==> config.mk <==
export PLATFORM = sky130hd
export DESIGN_NAME = program_loader
export DESIGN_NICKNAME = d
export VERILOG_FILES = /design/src/rtl/program_loader.sv
export SDC_FILE = /design/constraint.sdc
export NUM_CORES = 1
export LEC_CHECK = 0
export ABC_AREA = 1
export ABC_CLOCK_PERIOD_IN_PS = 2500
export CAP_MARGIN = 20
export CORE_MARGIN = 5
export CORE_UTILIZATION = 25
export CTS_CLUSTER_SIZE = 16
export DETAILED_ROUTE_END_ITERATION = 10
export SETUP_SLACK_MARGIN = 0.02
export SLEW_MARGIN = 20
export SYNTH_ARGS = -nofsm -noshare
export SYNTH_HDL_FRONTEND = slang
export SYNTH_SLANG_ARGS = --single-unit
==> constraint.sdc <==
create_clock -name i_clk -period 2.5 [get_ports i_clk]
set_input_delay 0.25 -clock i_clk [delete_from_list [all_inputs] [get_ports i_clk]]
set_output_delay 0.25 -clock i_clk [all_outputs]
set_load 0.01 [all_outputs]
==> src/rtl/program_loader.sv <==
// program_loader: accepts a program image as a byte stream over a valid/ready
// handshake, writes the data bytes sequentially into a 256x8 memory, checks a
// trailing 8-bit checksum, enforces a per-byte timeout, and holds the CPU core
// off until a load has completed successfully.
//
// Handshake: a byte moves on a rising edge where i_in_valid && o_in_ready.
// o_in_ready is a registered decode of the state (high in LOAD and CHECK) and
// never depends on i_in_valid; the sender must hold i_in_data stable while
// i_in_valid is high.
module program_loader #(
  parameter logic [7:0]  BASE_ADDR = 8'h00,
  parameter int unsigned TIMEOUT   = 1000
) (
  input  logic       i_clk,
  input  logic       i_rst,
  input  logic       i_start,
  input  logic [7:0] i_load_len,
  input  logic       i_in_valid,
  input  logic [7:0] i_in_data,
  output logic       o_in_ready,
  output logic       o_mem_we,
  output logic [7:0] o_mem_addr,
  output logic [7:0] o_mem_d,
  output logic       o_busy,
  output logic       o_done,
  output logic       o_err,
  output logic       o_cpu_hold,
  output logic [2:0] o_state
);

  typedef enum logic [2:0] {
    S_IDLE  = 3'd0,
    S_LOAD  = 3'd1,
    S_CHECK = 3'd2,
    S_DONE  = 3'd3,
    S_ERR   = 3'd4
  } state_t;

  // Timer value on the last idle cycle a byte is still allowed to arrive.
  localparam logic [15:0] TIMEOUT_LAST = 16'(TIMEOUT - 1);

  state_t      r_state;
  state_t      w_next_state;
  logic [7:0]  r_ptr;
  logic [8:0]  r_remaining;
  logic [7:0]  r_sum;
  logic [15:0] r_timer;
  logic        r_in_ready;
  logic        r_busy;
  logic        r_done;
  logic        r_err;
  logic        r_cpu_hold;
  logic        r_mem_we;
  logic [7:0]  r_mem_addr;
  logic [7:0]  r_mem_d;

  logic        w_xfer;
  logic        w_start_acc;
  logic        w_timeout;
  logic [7:0]  w_sum_next;
  logic        w_in_ready_n;
  logic        w_busy_n;
  logic        w_done_n;
  logic        w_err_n;
  logic        w_cpu_hold_n;

  assign w_xfer      = i_in_valid && r_in_ready;
  assign w_start_acc = i_start && ((r_state == S_IDLE) || (r_state == S_DONE) ||
                                   (r_state == S_ERR));
  assign w_timeout   = (r_timer == TIMEOUT_LAST);
  assign w_sum_next  = r_sum + i_in_data;

  // State register.
  always_ff @(posedge i_clk or posedge i_rst) begin
    if (i_rst) begin
      r_state <= S_IDLE;
    end else begin
      r_state <= w_next_state;
    end
  end

  // Next-state logic: start only counts in the resting states, timeout only
  // while a byte is awaited.
  always_comb begin
    w_next_state = r_state;
    case (r_state)
      S_IDLE, S_DONE, S_ERR: begin
        if (w_start_acc) w_next_state = S_LOAD;
      end
      S_LOAD: begin
        if (w_xfer) begin
          if (r_remaining == 9'd1) w_next_state = S_CHECK;
        end else if (w_timeout) begin
          w_next_state = S_ERR;
        end
      end
      S_CHECK: begin
        if (w_xfer) begin
          w_next_state = (w_sum_next == 8'd0) ? S_DONE : S_ERR;
        end else if (w_timeout) begin
          w_next_state = S_ERR;
        end
      end
      default: w_next_state = S_IDLE;
    endcase
  end

  // Output decode of the upcoming state, so the registered flags line up with it.
  always_comb begin
    w_in_ready_n = (w_next_state == S_LOAD) || (w_next_state == S_CHECK);
    w_busy_n     = w_in_ready_n;
    w_done_n     = (w_next_state == S_DONE);
    w_err_n      = (w_next_state == S_ERR);
    w_cpu_hold_n = (w_next_state != S_DONE);
  end

  // Registered status flags.
  always_ff @(posedge i_clk or posedge i_rst) begin
    if (i_rst) begin
      r_in_ready <= 1'b0;
      r_busy     <= 1'b0;
      r_done     <= 1'b0;
      r_err      <= 1'b0;
      r_cpu_hold <= 1'b1;
    end else begin
      r_in_ready <= w_in_ready_n;
      r_busy     <= w_busy_n;
      r_done     <= w_done_n;
      r_err      <= w_err_n;
      r_cpu_hold <= w_cpu_hold_n;
    end
  end

  // Datapath: load counters on start, write and accumulate each data byte,
  // count idle cycles while waiting for the next byte.
  always_ff @(posedge i_clk or posedge i_rst) begin
    if (i_rst) begin
      r_ptr       <= BASE_ADDR;
      r_remaining <= 9'd0;
      r_sum       <= 8'd0;
      r_timer     <= 16'd0;
      r_mem_we    <= 1'b0;
      r_mem_addr  <= BASE_ADDR;
      r_mem_d     <= 8'd0;
    end else begin
      r_mem_we <= 1'b0;
      if (w_start_acc) begin
        r_remaining <= (i_load_len == 8'd0) ? 9'd256 : {1'b0, i_load_len};
        r_ptr       <= BASE_ADDR;
        r_sum       <= 8'd0;
        r_timer     <= 16'd0;
      end else if ((r_state == S_LOAD) || (r_state == S_CHECK)) begin
        if (w_xfer) begin
          r_timer <= 16'd0;
          if (r_state == S_LOAD) begin
            r_mem_we    <= 1'b1;
            r_mem_addr  <= r_ptr;
            r_mem_d     <= i_in_data;
            r_ptr       <= r_ptr + 8'd1;
            r_sum       <= w_sum_next;
            r_remaining <= r_remaining - 9'd1;
          end
        end else begin
          r_timer <= r_timer + 16'd1;
        end
      end
    end
  end

  assign o_in_ready = r_in_ready;
  assign o_mem_we   = r_mem_we;
  assign o_mem_addr = r_mem_addr;
  assign o_mem_d    = r_mem_d;
  assign o_busy     = r_busy;
  assign o_done     = r_done;
  assign o_err      = r_err;
  assign o_cpu_hold = r_cpu_hold;
  assign o_state    = r_state;

endmodule

== Yosys cells after proc, flatten, opt, wreduce, memory -nomap -nowiden ==
Index checks and enable logic that the tools add are counted.
Cells by class
  shifts and indexed selects: 0
  reductions and logical operators: 15
  equal/unequal tests: 11
  mux-type cells: 27
  multipliers: 0
  add/subtract/negate cells: 4
  div/mod/pow operators: 0
  order comparisons: 0
  bitwise logic cells: 1
Operator list (count)
  8-bit two-way mux: 8
  16-bit two-way mux: 3
  9-bit two-way mux: 5
  3-bit two-way mux: 6
  16-bit by 1-bit adder with 16-bit output (second input constant): 1
  16-bit by 10-bit == test with 1-bit output (second input constant): 1
  8-bit zero test: 2
  3-bit by 2-bit == test with 1-bit output (second input constant): 4
  9-bit by 1-bit == test with 1-bit output (second input constant): 1
  3-bit one-hot mux with 3 select lines: 1
  9-bit by 1-bit subtractor with 9-bit output (second input constant): 1
  8-bit by 1-bit adder with 8-bit output (second input constant): 1
  8-bit adder: 1
  3-bit by 1-bit == test with 1-bit output (second input constant): 2
  3-bit == test (second input constant): 2
  2-bit nonzero test: 3
  1-bit logical OR: 4
  1-bit two-way mux: 4
  4-bit AND reduction: 1
  3-bit zero test: 1
  3-bit by 2-bit != test with 1-bit output (second input constant): 1
  3-bit AND reduction: 1
  3-bit OR reduction: 1
  1-bit logical AND: 2
  1-bit NOT: 1
Word-level totals
  input bits: 20
  bits in registers: 65
  memories kept: 0
  latch bits: 0
  bits in writable memories: 0
  output and inout port bits: 25
  bits in read-only memories: 0
  logic and storage cells: 70

== Depth between registers and ports, before layout ==
  depth after elaboration: 8
  gate-level depth with buffers: 16
  depth with buffers taken out: 16

== Worst setup path after synthesis ==
Ideal clock, no wire load.
  path kind: flip-flop to flip-flop
  from: register r_sum[0]
  to: register r_busy, in the netlist o_busy
  clock period less this slack: 1.982 ns
  arrival time: 1.864 ns
  buffers on the path: 0
  data required time: 2.383 ns
  setup slack: 0.518 ns
  library setup time: 0.117 ns
  stages on the path, launching flop included: 17
  cell sequence: dfrtp_1 ha_1 fa_1 nand2_1 nand3_1 nand3_1 nand2_1 nand2_1 nand2_1 nor2_1 nand3_1 nand2_1 nand2_1 nand2_1 inv_1 nand2_1 nand2_1
On the way
  cells in the longest elaborated chain, start to end: 7
  elaborated cells between the ends (all ways): 8
  classes of those cells: add/sub: 1; eq/ne: 2; mux: 3; reduce/logical: 2
RTL lines
  from (decl): RTL line 46  | logic [7:0] r_sum;
  from (signal assigned): RTL line 160  | r_sum <= w_sum_next;
  8-bit adder *: RTL line 71  | assign w_sum_next = r_sum + i_in_data;
  8-bit zero test *: RTL line 99  | w_next_state = (w_sum_next == 8'd0) ? S_DONE : S_ERR;
  3-bit two-way mux *: RTL line 99
  3-bit two-way mux *: RTL line 98  | if (w_xfer) begin
  3-bit one-hot mux with 3 select lines *: RTL line 86  | case (r_state)
  via w_next_state[1]: RTL line 43  | state_t w_next_state;
  3-bit by 1-bit == test with 1-bit output or 3-bit by 2-bit == test with 1-bit output (tied branches): RTL line 110  | w_in_ready_n = (w_next_state == S_LOAD) || (w_next_state == S_CHECK);
  1-bit logical OR *: RTL line 110
  via w_busy_n: RTL line 62  | logic w_busy_n;
  to (signal assigned): RTL line 127  | r_busy <= w_busy_n;
  to (decl): RTL line 49  | logic r_busy;
The timed path passes the listed nets; every way through them passes the cells marked *.
A chain may end at the register's enable or synchronous reset.

== Worst setup path after layout ==
  from: input i_in_data[0]
  to: register r_busy, in the netlist o_busy
On the way
  cells in the longest elaborated chain, start to end: 7
  elaborated cells between the ends (all ways): 8
  classes of those cells: add/sub: 1; eq/ne: 2; mux: 3; reduce/logical: 2
RTL lines
  from (decl): RTL line 19  | input logic [7:0] i_in_data,
  8-bit adder *: RTL line 71
  8-bit zero test *: RTL line 99
  3-bit two-way mux *: RTL line 99
  3-bit two-way mux *: RTL line 98
  3-bit one-hot mux with 3 select lines *: RTL line 86
  via w_next_state[1]: RTL line 43
  3-bit by 1-bit == test with 1-bit output or 3-bit by 2-bit == test with 1-bit output (tied branches): RTL line 110
  1-bit logical OR *: RTL line 110
  via w_busy_n: RTL line 62
Marks and branches as above.

==> key figures <==
Route
  • DRT antenna net count: 0
  • Vias: 3007
  • Pre-antenna DRT Iters: 6
  • First DRT Iteration DRCs: 176
  • DRT Wirelength: 8220 um
  • WL per Instance: 12.2 um
  • DRC: 0
  • Vias per Instance: 4.47

Synth
  • Top FF cell, synth: dfrtp_1
  • Syn nets: 468
  • Ranking of synthesized cells by area: dfrtp_1 46%, nand2_1 14%, inv_1 6.0%
  • Synthesized cell area: 3500 um^2
  • EDFF count, synth: 0
  • Top-count cell post-synth: nand2_1
  • Yosys top cell by area: dfrtp_1
  • Register bit count reported by yosys: 65
  • Avg Inst Size Synth: 8.02 um^2
  • Post-synth top area share: 45.8%
  • Synth warn: 0
  • Post-synth top cells: 128 x nand2_1, 64 x dfrtp_1, 56 x inv_1
  • Post-synthesis cell type count: 43
  • Async SR Flop Fraction: 100%
  • Post-Syn Instances: 436
  • Seq/Total Area, Yosys: 46.6%

Timing
  • Hold WS: 0.237 ns
  • Max transition margin: 70.1%
  • Final-report max-slew violation count: 0
  • Total negative setup slack: 0 ns
  • Fmax: 0.465 GHz
  • RSZ-0062 raised after global routing: false
  • Final min period: 2.15 ns
  • # setup viols final: 0
  • Final Hold Fails: 0
  • Measured slew at the worst slew-check pin: 0.446 ns
  • Fin crit share: 86.0%
  • Worst clock skew: 0.00695 ns
  • Slack of the critical path: 0.349 ns

Critical path
  • CP max stage delay: 0.49 ns
  • Worst endpoint required time: 2.72 ns
  • Crit Path Max Fanout: 4
  • Crit-path cells: clkdlybuf4s50_1, ha_1, fa_2, inv_1, nand2_1, nor2_1, nand3_1, nor2_1, nand3_1, nand2_1, nand2_1, nand2_1, inv_1, nand2_1, nand2_1
  • Worst path slowest cell: clkdlybuf4s50_1
  • Startpoint type of the worst setup path: primary input
  • CP Data Arrival Time: 2.37 ns
  • Crit Path Class: primary input to flip-flop
  • Cell family with most CP delay: simple AND/OR/NAND/NOR gates
  • Setup crit end kind: flip-flop
  • Most Frequent Cell on Critical Path: nand2_1
  • CP Buf/Inv Count: 3

Clock network
  • Hold-fix buffers, CTS: 0
  • Clk buf depth: 2
  • Reg clk slew, reported paths: 0.06 ns
  • Clk root buf: clkbuf_16
  • Num CTS Buffers: 9
  • Setup bufs post-CTS: 0
  • Htree depth: 3
  • CTS Sinks: 65
  • CTS tree: built
  • Clock Latency Late Sink: 0.33 ns

Pwr
  • Leakage dissipation: 2.09 nW
  • Cell Pwr Density: 1050 nW/um^2
  • Maximum vdd drop: 0.428 mV
  • Pwr Total: 0.00470 W

Outcome
  • Status: complete, no violations

Placement
  • Port-buffer cells: 44
  • Placed Area: 4170 um^2
  • HPWL Detailed: 6100 um
  • GPL Wtd Cong: 0.829
  • Setup WS pre-CTS: -0.0211 ns

Final layout
  • Diode count: 0
  • Total Nets Final: 519
  • Post-route cell area: 4470 um^2
  • Synth-to-Final Area Change: 27.8%
  • Layout cells sized above 1: 8.54%
  • Fillers: 1467

Global route
  • GR Overflow Total: 0
  • Number of global-route vias before repair: 2991
  • Initial antenna violation count: 0
  • Pin count of the biggest net entering global routing: 50
  • GR Util All Layers: 10.8%
  • First-pass GRT wire length: 14400 um

Floorplanning
  • Die span in y: 128 um
  • # rows: 43
  • Ports: 45
  • Starting Density: 25.4%
  • Die width: 128 um
  • CORE AREA: 13800 um^2
  • Die area: 16400 um^2

Min path
  • Hold crit path type: primary input to asynchronous set/reset pin

Run
  • Max_cap viols: 0
where the power goes:
group	leakage (nW)	switching, W	internal, W	total [W]
combinational	1.09	0.00108	0.000802	0.00188
sequential	0.860	0.000215	0.00135	0.00157
clock	0.137	0.000478	0.000769	0.00125
total	2.09	0.00178	0.00292	0.00470
path summary, 6_finish.rpt:
kind / depth (start not counted) / endpoint / startpoint / slack, ns
worst min-delay path: 2 / r_timer[11] / i_rst / 0.24
min in group i_clk: 2 / o_mem_d[4] / o_mem_d[4] / 0.47
max in group asynchronous: 3 / o_cpu_hold / i_rst / 1.63
worst min register to register: 2 / o_mem_d[4] / o_mem_d[4] / 0.47
worst max-delay path: 15 / o_busy / i_in_data[0] / 0.35
worst max register to register: 16 / o_busy / r_sum[0] / 0.37
metrics by stage:
stage | utilization [%] | instances
floorplan | - | 436
global placement | 30.3 | 656
detailed placement | 30.3 | 656
finish | 32.4 | 672
CTS | 32.4 | 672
global route | 32.4 | 672
sequential cells by signal, summed over array words and instances, names as in the netlist:
name         count
o_busy           1
o_cpu_hold       1
o_done           1
o_err            1
o_mem_addr       8
o_mem_d          8
o_mem_we         1
o_state          3
r_ptr            8
r_remaining      9
r_sum            8
r_timer         16
kinds of logic (layout without fill, tap and decap cells):
family                     Yosys count  count (layout)  synth area share [%]
AOI/OAI and AO/OA                   67              67                  11.5
adders and majority gates           12              12                  4.51
and+or+nand+nor                    215             215                  27.8
xor gates and xnor gates             8               8                  2.00
DFF                                 65              65                  46.6
buffers and inverters               69             125                  7.59
per-layer routing:
layer | GRT usage, % | part of all wire, % | up-vias
li1 | - | - | 1526
met1 | 13.9 | 47 | 1405
met2 | 17.1 | 46 | 61
met3 | 3.08 | 4.7 | 15
met4 | 4.43 | 1.9 | 0
met5 | 0 | 0 | -
timing repair:
item / 4_1_cts / 5_1_grt
endpoints found under the setup margin: 0 / 2
resized for setup: 0 / 1
endpoints found under the hold margin: 0 / 0
area by class of cell:
cell class / instances / area, um^2 / area share [%]
clock inverter: 7 / 71.3 / 1.60
inverter: 61 / 229 / 5.13
multi-input combinational: 302 / 1610 / 35.9
clock buffer: 9 / 225 / 5.04
tap: 180 / 225 / 5.04
timing repair buffer: 48 / 483 / 10.8
sequential: 65 / 1630 / 36.4
placed cells by master (no fill, tap or decap), drive strengths merged:
cell,instances
a21boi,1
a21oi,16
a221o,1
a22o,4
a22oi,1
a31oi,4
a32o,1
buf,4
bufinv,1
clkbuf,9
clkdlybuf4s50,44
clkinv,3
clkinvlp,3
dfrtp,64
dfstp,1
fa,1
ha,11
inv,61
nand2,131
nand3,30
nand4,5
nor2,33
nor3,7
nor3b,3
nor4,5
o211ai,4
o21a,1
o21ai,28
o21bai,1
o221ai,2
o31ai,1
o32ai,2
or2,1
xnor2,4
xor2,4
Power figures use the tool's default switching activity.
